`config.mk`:
```
export PLATFORM = sky130hd
export DESIGN_NAME = pipe_hazard_ctrl
export DESIGN_NICKNAME = d
export VERILOG_FILES = /design/src/rtl/pipe_hazard_ctrl.sv
export SDC_FILE = /design/constraint.sdc
export NUM_CORES = 1
export LEC_CHECK = 0
export ABC_AREA = 1
export CAP_MARGIN = 40
export CORE_MARGIN = 4
export CORE_UTILIZATION = 25
export CTS_BUF_LIST = sky130_fd_sc_hd__clkbuf_2 sky130_fd_sc_hd__clkbuf_4 sky130_fd_sc_hd__clkbuf_8
export DETAILED_ROUTE_END_ITERATION = 12
export GPL_ROUTABILITY_DRIVEN = 0
export PLACE_DENSITY_LB_ADDON = 0.12
export SETUP_SLACK_MARGIN = 0.02
export SLEW_MARGIN = 15
export SYNTH_ARGS = -nofsm -noshare
export SYNTH_HDL_FRONTEND = slang
export SYNTH_SLANG_ARGS = --single-unit
```
`constraint.sdc`:
```
create_clock -name clk -period 2.84 [get_ports clk]
set_clock_uncertainty 0.05 [all_clocks]
set_input_delay 0.284 -clock clk [delete_from_list [all_inputs] [get_ports clk]]
set_output_delay 0.284 -clock clk [all_outputs]
set_load 0.1 [all_outputs]
```
`src/rtl/pipe_hazard_ctrl.sv`:
```
// Stall/flush controller for the 5-stage pipeline: data and mult/div hazard detection,
// mult/div busy sequencing, and saturating stall/flush statistics.
module pipe_hazard_ctrl #(
  parameter int MULT_CYC = 5,
  parameter int DIV_CYC  = 10,
  parameter int CNT_W    = 4
) (
  input  logic        clk,
  input  logic        reset,
  input  logic [4:0]  d_rs_addr,
  input  logic [4:0]  d_rt_addr,
  input  logic [1:0]  d_tuse_rs,
  input  logic [1:0]  d_tuse_rt,
  input  logic        d_is_md,
  input  logic [4:0]  e_wa,
  input  logic [1:0]  e_tnew,
  input  logic [4:0]  m_wa,
  input  logic [1:0]  m_tnew,
  input  logic        e_start_mult,
  input  logic        e_start_div,
  input  logic        irq_req,
  input  logic        eret_m,
  output logic        stall,
  output logic        flush,
  output logic        md_busy,
  output logic [31:0] stall_cycles,
  output logic [15:0] flush_count
);

  localparam logic [CNT_W-1:0] MULT_LOAD = CNT_W'(MULT_CYC);
  localparam logic [CNT_W-1:0] DIV_LOAD  = CNT_W'(DIV_CYC);

  logic [CNT_W-1:0] md_cnt;
  logic             hz_rs;
  logic             hz_rt;
  logic             hz_md;
  logic             md_start;

  // A tuse of 3 can never be below any 2-bit tnew, so unused operands drop out naturally.
  always_comb begin
    hz_rs = (d_rs_addr != 5'd0) &&
            (((d_rs_addr == e_wa) && (d_tuse_rs < e_tnew)) ||
             ((d_rs_addr == m_wa) && (d_tuse_rs < m_tnew)));
    hz_rt = (d_rt_addr != 5'd0) &&
            (((d_rt_addr == e_wa) && (d_tuse_rt < e_tnew)) ||
             ((d_rt_addr == m_wa) && (d_tuse_rt < m_tnew)));
  end

  assign md_busy  = (md_cnt != '0);
  assign md_start = e_start_mult | e_start_div;
  assign hz_md    = d_is_md & (md_busy | md_start);
  assign flush    = irq_req | eret_m;
  assign stall    = (hz_rs | hz_rt | hz_md) & ~flush;

  // A flushed EX instruction never really issued, so its start is dropped while a running count continues.
  always_ff @(posedge clk or negedge reset) begin
    if (!reset) begin
      md_cnt <= '0;
    end else if (!flush && e_start_div) begin
      md_cnt <= DIV_LOAD;
    end else if (!flush && e_start_mult) begin
      md_cnt <= MULT_LOAD;
    end else if (md_busy) begin
      md_cnt <= md_cnt - 1'b1;
    end
  end

  always_ff @(posedge clk or negedge reset) begin
    if (!reset) begin
      stall_cycles <= '0;
      flush_count  <= '0;
    end else begin
      if (stall && (stall_cycles != 32'hFFFF_FFFF)) begin
        stall_cycles <= stall_cycles + 32'd1;
      end
      if (flush && (flush_count != 16'hFFFF)) begin
        flush_count <= flush_count + 16'd1;
      end
    end
  end

endmodule

```
==> results of run 1 <==
cell type report:
cell class | instances | area (um^2)
multi-input cells | 420 | 2113
inverters | 71 | 266.5
well taps | 184 | 230.2
clock inverters | 3 | 42.54
repair buffers | 90 | 780.7
fillers | 1617 | 9786
flip-flops and latches | 52 | 1301
clock buffers | 5 | 68.82
worst max-delay path by stage:
stage / endpoint / slack (ns)
after floorplan: stall / 0.09
after global placement: stall / 0.43
after detailed placement: stall / 0.41
after CTS: stall / 0.34
after global routing: stall / 0.24
final: stall / 0.36
per-layer routing:
metal	vias to the layer above	routed length [um]	global-route usage
li1	1927	-	-
met1	1720	4921	0.1701
met2	89	5091	0.2209
met3	11	473	0.02561
met4	0	169	0.03751
met5	-	0	0
layout by cell type (no fill, tap or decap), drive strengths merged, types with 15 or more instances in the layout:
| master | instances |
|---|---|
| buf | 57 |
| clkdlybuf4s50 | 33 |
| dfrtp | 52 |
| inv | 71 |
| nand2 | 200 |
| nand3 | 43 |
| nand4 | 36 |
| nor2 | 62 |
| xnor2 | 15 |
| xor2 | 21 |
power by group through the flow:
| stage | clock network, mW | logic (mW) | registers, mW |
|---|---|---|---|
| finish | 0.543 | 1.22 | 0.990 |
| global route | 0.595 | 1.31 | 1.01 |
| CTS | 0.573 | 1.23 | 0.991 |
| detailed placement | 0 | 1.23 | 1.00 |
| global placement | 0 | 1.22 | 1.00 |
| floorplan | 0 | 0.388 | 1.51 |
through the flow:
stage          std cells  hold WS [ns]    util  cell area (um^2)  worst slack, ns
2_1_floorplan        555      -0.06159       -              3744          0.09305
3_3_place_gp         817        0.4106  0.3216              4692           0.4346
3_5_place_dp         817        0.4173  0.3216              4692           0.4139
4_1_cts              825       0.04733  0.3292              4803           0.3359
5_1_grt              825        0.1004  0.3292              4803           0.2396
6_report             825      0.009171  0.3292              4803           0.3554
worst reg2reg max path, stage by stage, from the launching register on:
cell	delay (ns)
dfrtp_1	0.50
ha_1	0.32
nand3_2	0.15
inv_2	0.11
nand2_4	0.09
nor2_8	0.15
nand3_4	0.18
nand3_4	0.32
nand2_1	0.10
nand2_1	0.07
cell families (layout without fill, tap and decap cells):
group,Yosys count,after routing,synth area share
xor+xnor,36,36,0.08423
simple gates,362,362,0.4322
fa+ha+maj,8,8,0.02674
compound gates,14,14,0.02006
flops,52,52,0.3476
buf+inv,83,169,0.08924
state kept, by name, summed over array words and instances, names as in the netlist:
register and count:
stall_cycles 32, md_cnt 4, flush_count 16
==> impl_metrics.py, run 1 <==
metrics = {
    "clocking": {
        "clockBufferDepth": 2,
        "tritoncts": "yes",
        "insertion_delay_ns": 0.33,
        "cts_setup_buffers": 0,
        "cts-root-buf": "clkbuf_8",
        "numCtsBuffers": 5,
        "numClockSinks": 52,
        "ctsHoldBuffers": 0,
        "clk_pin_slew_ns": 0.11,
        "htreeDepth": 2,
        "cts_resized": 0,
    },
    "floorplan": {
        "dieArea_um2": 17000,
        "core_area_um2": 14590,
        "rows": 44,
        "die_w_um": 130.4,
        "initial_core_util": 0.2566,
        "io_pins": 86,
        "die_h_um": 130.4,
    },
    "worst_setup_path": {
        "path_max_fanout": 5,
        "path_cells": "inv_1 > ha_1 > nand2_1 > o31ai_1 > nand3_2 > nand2_1 > inv_1 > buf_12",
        "critPathSlowestCell": "dfrtp_1",
        "reg2reg_slack_ns": 0.73,
        "endpoint_kind": "primary output",
        "path_class": "reg2out",
        "arrival_ns": 2.15,
        "cp_num_buf_inv": 3,
        "reg2reg_to": "stall_cycles[1]",
        "worst_ep_required_time_ns": 2.51,
        "critPathLaunchType": "register",
        "cp.depth": 8,
        "startpoint": "md_cnt[0]",
        "critical-path-top-delay-family": "simple AND/OR/NAND/NOR gates",
        "slowest_delay_ns": 0.41,
        "r2r_cells": 9,
        "r2r-start": "stall_cycles[0]",
    },
    "yosys": {
        "seq_area_frac_synth": 0.3476,
        "synth_edf_count": 0,
        "synth_top_area_share": 0.3476,
        "synth_warnings": 0,
        "netlist_instances": 555,
        "yosys-top-cells-count": "199 x nand2_1, 69 x inv_1, 58 x nor2_1, 52 x dfrtp_1, 38 x nand3_1",
        "ys_ff_latch": 52,
        "synth.distinct_cells": 26,
        "syn_area_per_cell_um2": 6.745,
        "post-synth-top-area-cell": "dfrtp_1",
        "netlist_area_um2": 3744,
        "synth_nets": 598,
        "yosysMostFrequentCell": "nand2_1",
        "yosys_most_used_dff": "dfrtp_1",
        "async_flop_share": 1.000,
        "synthTopCellsByArea": "dfrtp_1 35%, nand2_1 20%, inv_1 6.9%, nand4_1 6.0%, nor2_1 5.8%",
    },
    "sta": {
        "drv_slew": 0,
        "finalCriticalPeriod_ns": 2.485,
        "relSlewSlack": 0.5434,
        "rsz0062_at_grt": "false",
        "fin_tns_setup_ns": 0,
        "max_slew.worst_pin.slew_ns": 0.6849,
        "hold_violations": 0,
        "min_period_over_period": 0.8749,
        "timing.fmax_ghz": 0.4025,
        "setup-violations-final": 0,
    },
    "power_and_ir_drop": {
        "switchingPower_mw": 1.332,
        "power.density_nw_per_um2": 573.4,
        "pwr-share-comb": 0.443,
        "p_sw_frac": 0.4836,
        "p_clk_frac": 0.197,
        "p_seq_frac": 0.360,
        "peakVddDrop_v": 0.001044,
        "p_total_mw": 2.754,
        "cellLeakagePower_nw": 2.453,
        "p_int_mw": 1.422,
    },
    "drt": {
        "first_pass_iters": 4,
        "ant_nets": 0,
        "drt-total-wl_um": 10660,
        "routedWlPerCell_um": 12.92,
        "drtIter0Drc": 163,
        "via_per_inst": 4.542,
        "num_vias": 3747,
        "route.detailed.drc": 0,
    },
    "grt": {
        "antenna_found_initial": 0,
        "grt_pass1_vias": 3773,
        "grt_pass1_wl_um": 18170,
        "grt_overflow": 0,
        "grt_max_degree": 53,
        "grtUsageTotal": 0.1306,
    },
    "cells_and_area": {
        "syn_to_final_growth_pct": 28.31,
        "drive_gt1_frac": 0.1201,
        "nets": 683,
        "antenna_cells_inserted": 0,
    },
    "outcome": {
        "status": "finished clean",
    },
    "place": {
        "port_buffers": 85,
        "dp_hpwl_um": 8362,
    },
    "worst_hold_path": {
        "hold_class": "in2async",
    },
    "flow_run": {
        "drv_cap": 0,
    },
}
Power figures use the tool's default switching activity.
==> inputs of run 2 (changes only) <==
--- a/config.mk
+++ b/config.mk
@@ -12,6 +12,7 @@
 export CTS_BUF_LIST = sky130_fd_sc_hd__clkbuf_2 sky130_fd_sc_hd__clkbuf_4 sky130_fd_sc_hd__clkbuf_8
 export DETAILED_ROUTE_END_ITERATION = 12
 export GPL_ROUTABILITY_DRIVEN = 0
+export HOLD_SLACK_MARGIN = 0.05
 export PLACE_DENSITY_LB_ADDON = 0.12
 export SETUP_SLACK_MARGIN = 0.02
 export SLEW_MARGIN = 15
==> impl_metrics.py, run 2 (synthesis gave the netlist of run 1 again) <==
metrics = {
    "worst_setup_path": {
        "path_max_fanout": 5,
        "r2r_cells": 9,
        "critPathSlowestCell": "dfrtp_1",
        "reg2reg_to": "stall_cycles[1]",
        "path_cells": "inv_1 > ha_1 > nand2_1 > o31ai_1 > nand3_2 > nand2_1 > inv_1 > buf_12",
        "startpoint": "md_cnt[0]",
        "r2r-start": "stall_cycles[0]",
        "worst_ep_required_time_ns": 2.51,
        "arrival_ns": 2.15,
        "cp-endpoint": "stall",
        "cp_num_buf_inv": 3,
        "reg2reg_slack_ns": 0.74,
        "critical-path-top-delay-family": "simple AND/OR/NAND/NOR gates",
        "path_class": "reg2out",
        "critPathLaunchType": "register",
        "cp.depth": 8,
        "endpoint_kind": "primary output",
        "slowest_delay_ns": 0.41,
    },
    "floorplan": {
        "die_h_um": 130.4,
        "die_w_um": 130.4,
        "initial_core_util": 0.2566,
        "dieArea_um2": 17000,
        "rows": 44,
        "io_pins": 86,
        "core_area_um2": 14590,
    },
    "sta": {
        "fin_tns_setup_ns": 0,
        "hold_slack_ns": 0.4696,
        "hold_violations": 0,
        "drv_slew": 0,
        "min_period_over_period": 0.8744,
        "finalCriticalPeriod_ns": 2.483,
        "rsz0062_at_grt": "false",
        "relSlewSlack": 0.5402,
        "max_slew.worst_pin.slew_ns": 0.6896,
        "setup-violations-final": 0,
        "timing.fmax_ghz": 0.4027,
    },
    "clocking": {
        "insertion_delay_ns": 0.33,
        "clk_pin_slew_ns": 0.10,
        "numClockSinks": 52,
        "ctsHoldBuffers": 1,
        "numCtsBuffers": 5,
        "clockBufferDepth": 2,
        "cts_resized": 0,
        "htreeDepth": 2,
        "cts_setup_buffers": 0,
        "cts-root-buf": "clkbuf_8",
        "tritoncts": "yes",
    },
    "cells_and_area": {
        "layout_common_cells": "199 x nand2_1, 69 x inv_1, 58 x nor2_1",
        "multiInputGateArea_um2": 2113,
        "largest_reg_flops": 32,
        "nFillCells": 1616,
        "seq_area_um2": 1301,
        "top_regs": "stall_cycles (32), flush_count (16), md_cnt (4)",
        "drive_gt1_frac": 0.1199,
        "finish.utilization": 0.3299,
        "antenna_cells_inserted": 0,
        "largest-register": "stall_cycles",
        "nets": 684,
        "final_common_cell": "nand2_1",
        "syn_to_final_growth_pct": 28.58,
    },
    "drt": {
        "ant_nets": 0,
        "first_pass_iters": 4,
        "via_per_inst": 4.536,
        "num_vias": 3747,
        "route.detailed.drc": 0,
        "routedWlPerCell_um": 12.93,
        "drt-total-wl_um": 10680,
        "drtIter0Drc": 154,
    },
    "power_and_ir_drop": {
        "p_total_mw": 2.756,
        "cellLeakagePower_nw": 2.457,
        "power.density_nw_per_um2": 572.5,
        "peakVddDrop_v": 0.001044,
    },
    "grt": {
        "grt_pass1_wl_um": 18170,
        "grt_max_degree": 53,
        "grt_pass1_vias": 3773,
        "antenna_found_initial": 0,
        "grtUsageTotal": 0.1306,
        "grt_overflow": 0,
    },
    "worst_hold_path": {
        "hold_class": "reg2reg",
        "holdCritStartpoint": "flush_count[3]",
    },
    "flow_run": {
        "drv_cap": 0,
    },
    "outcome": {
        "status": "finished clean",
    },
    "place": {
        "dp_hpwl_um": 8362,
        "port_buffers": 85,
    },
}
==> run 2: cell types whose count changed in the layout (fill, tap and decap cells not counted) <==
cell | previous run | this run
dlygate4sd3_1 | 0 | 1
==> run 2: layer usage <==
metal,vias up,wire length (um),track usage
met5,-,0,0
met2,76,5090,0.2209
met4,0,171,0.03751
met1,1728,4980,0.1701
li1,1933,-,-
met3,10,434,0.02561
==> run 2: area by class of cell <==
class | instances | share of cell area
tap | 184 | 0.04783
clock buffer | 5 | 0.01430
multi-input combinational | 420 | 0.4390
clock inverter | 3 | 0.008838
timing repair buffer | 91 | 0.1643
inverter | 71 | 0.05537
sequential | 52 | 0.2703
==> run 2: worst min-delay path by stage <==
stage,end,slack (ns),cells after the start
global placement,stall_cycles[9],0.41,2
detailed placement,stall_cycles[9],0.42,2
floorplan,flush_count[0],-0.06,0
CTS,flush_count[3],0.48,1
finish,flush_count[3],0.47,1
global route,flush_count[3],0.50,1
==> run 2: power breakdown <==
part           internal (mW)  switching [mW]  total (mW)  leakage (nW)
clock network          0.261           0.281       0.543        0.0541
logic                  0.316           0.907        1.22          1.72
registers              0.846           0.145       0.990         0.686
==> run 2: metrics by stage <==
| step | std cells | cell area, um^2 | setup WS, ns |
|---|---|---|---|
| 2_1_floorplan | 555 | 3744 | 0.09305 |
| 3_3_place_gp | 817 | 4692 | 0.4346 |
| 3_5_place_dp | 817 | 4692 | 0.4139 |
| 4_1_cts | 826 | 4813 | 0.3359 |
| 5_1_grt | 826 | 4813 | 0.2396 |
| 6_report | 826 | 4813 | 0.3568 |
==> inputs of run 3 (changes only) <==
--- a/config.mk
+++ b/config.mk
@@ -7,6 +7,7 @@
 export LEC_CHECK = 0
 export ABC_AREA = 1
 export CAP_MARGIN = 40
+export CORE_ASPECT_RATIO = 1.4
 export CORE_MARGIN = 4
 export CORE_UTILIZATION = 25
 export CTS_BUF_LIST = sky130_fd_sc_hd__clkbuf_2 sky130_fd_sc_hd__clkbuf_4 sky130_fd_sc_hd__clkbuf_8
==> impl_metrics.py, run 3 (synthesis gave the netlist of run 1 again) <==
metrics = {
    "cells_and_area": {
        "nets": 685,
        "final_common_cell": "nand2_1",
        "largest-register": "stall_cycles",
        "layout_common_cells": "199 x nand2_1, 69 x inv_1, 58 x nor2_1",
        "drive_gt1_frac": 0.1213,
        "largest_reg_flops": 32,
        "top_regs": "stall_cycles (32), flush_count (16), md_cnt (4)",
        "syn_to_final_growth_pct": 29.88,
        "antenna_cells_inserted": 0,
    },
    "power_and_ir_drop": {
        "peakVddDrop_v": 0.0008043,
        "p_seq_frac": 0.354,
        "cellLeakagePower_nw": 2.480,
        "power.density_nw_per_um2": 573.0,
        "pwr-share-comb": 0.439,
        "p_sw_frac": 0.4699,
        "p_clk_frac": 0.208,
        "p_int_mw": 1.477,
        "switchingPower_mw": 1.309,
    },
    "worst_setup_path": {
        "arrival_ns": 1.98,
        "path_max_fanout": 2,
        "cp-endpoint": "stall",
        "reg2reg_slack_ns": 0.67,
        "critPathLaunchType": "input pin",
        "r2r-start": "stall_cycles[0]",
        "r2r_cells": 9,
        "worst_ep_required_time_ns": 2.51,
        "path_class": "in2out",
        "startpoint": "e_tnew[1]",
        "reg2reg_to": "stall_cycles[17]",
        "endpoint_kind": "primary output",
    },
    "place": {
        "place_ws_ns": 0.2521,
        "dp_hpwl_um": 9044,
        "port_buffers": 85,
    },
    "grt": {
        "grt_max_degree": 44,
        "grtUsageTotal": 0.1322,
        "grt_overflow": 0,
        "grt_pass1_vias": 3867,
        "antenna_found_initial": 0,
        "grt_pass1_wl_um": 18680,
    },
    "sta": {
        "timing.fmax_ghz": 0.4320,
        "fin_ws_ns": 0.5250,
        "min_period_over_period": 0.8152,
        "hold_violations": 0,
        "fin_tns_setup_ns": 0,
        "setup-violations-final": 0,
        "relSlewSlack": 0.6506,
        "rsz0062_at_grt": "false",
        "drv_slew": 0,
        "finalCriticalPeriod_ns": 2.315,
        "max_slew.worst_pin.slew_ns": 0.5242,
    },
    "drt": {
        "ant_nets": 0,
        "drtIter0Drc": 146,
        "first_pass_iters": 5,
        "routedWlPerCell_um": 13.35,
        "via_per_inst": 4.463,
        "drt-total-wl_um": 11110,
        "num_vias": 3713,
        "route.detailed.drc": 0,
    },
    "clocking": {
        "tritoncts": "yes",
        "cts_resized": 0,
        "htreeDepth": 2,
        "numClockSinks": 52,
        "insertion_delay_ns": 0.31,
        "cts-root-buf": "clkbuf_8",
        "numCtsBuffers": 5,
        "clockBufferDepth": 2,
        "clk_pin_slew_ns": 0.10,
    },
    "floorplan": {
        "dieArea_um2": 17020,
        "initial_core_util": 0.2569,
        "io_pins": 86,
        "die_w_um": 111.4,
        "die_h_um": 152.8,
        "core_area_um2": 14570,
        "rows": 52,
    },
    "flow_run": {
        "drv_cap": 0,
    },
    "outcome": {
        "status": "finished clean",
    },
    "worst_hold_path": {
        "hold_class": "in2async",
    },
}
run 3: per-layer routing:
| layer | track usage | vias up | share of wire |
|---|---|---|---|
| met5 | 0 | - | 0 |
| met4 | 0.04406 | 0 | 0.024 |
| met3 | 0.02622 | 18 | 0.047 |
| met2 | 0.2473 | 82 | 0.53 |
| met1 | 0.1479 | 1680 | 0.40 |
| li1 | - | 1933 | - |
run 3: critical path, cell delays in order:
cell and delay [ns]:
clkdlybuf4s50_1 0.45, inv_1 0.06, ha_1 0.26, o21ai_0 0.08, nand2_1 0.11, nor2_1 0.09
nand2_1 0.06, nand2_1 0.05, nand2_1 0.06, nand3_2 0.06, nand2_1 0.10, inv_1 0.13
buf_12 0.18
run 3: area by class of cell:
type / count / area, um^2
flip-flops and latches: 52 / 1301
clock buffers: 7 / 96.34
fillers: 1595 / 9712
clock inverters: 1 / 30.03
well taps: 189 / 236.5
multi-input cells: 420 / 2113
inverters: 71 / 266.5
repair buffers: 92 / 818.3
run 3: worst min-delay path by stage:
stage / from / end / slack, ns
after global placement: reset / stall_cycles[3] / 0.44
after floorplan: reset / flush_count[0] / -0.06
after CTS: reset / stall_cycles[3] / 0.42
final: reset / stall_cycles[3] / 0.41
after detailed placement: reset / stall_cycles[3] / 0.24
after global routing: reset / stall_cycles[4] / 0.45
run 3: repair_timing:
item | CTS | global route
hold buffers | 1 | 0
buffers inserted | 0 | 0
endpoints found under the hold margin | 20 | 0
run 3: power groups by stage:
stage / registers (mW) / logic (mW) / clock network, mW
CTS: 0.986 / 1.24 / 0.602
detailed placement: 0.999 / 1.24 / 0
finish: 0.985 / 1.22 / 0.579
floorplan: 1.51 / 0.388 / 0
global route: 1.00 / 1.32 / 0.627
global placement: 1.00 / 1.22 / 0
run 3: through the flow:
stage          utilization  power [mW]  hold WS (ns)  cells  area [um^2]
6_report            0.3336       2.786        0.4147    832         4862
5_1_grt             0.3336       2.952        0.4518    832         4862
4_1_cts             0.3336       2.827        0.4207    832         4862
3_5_place_dp        0.3243       2.235        0.2417    823         4726
3_3_place_gp        0.3224       2.218        0.4373    822         4698
2_1_floorplan            -       1.896      -0.06159    555         3744
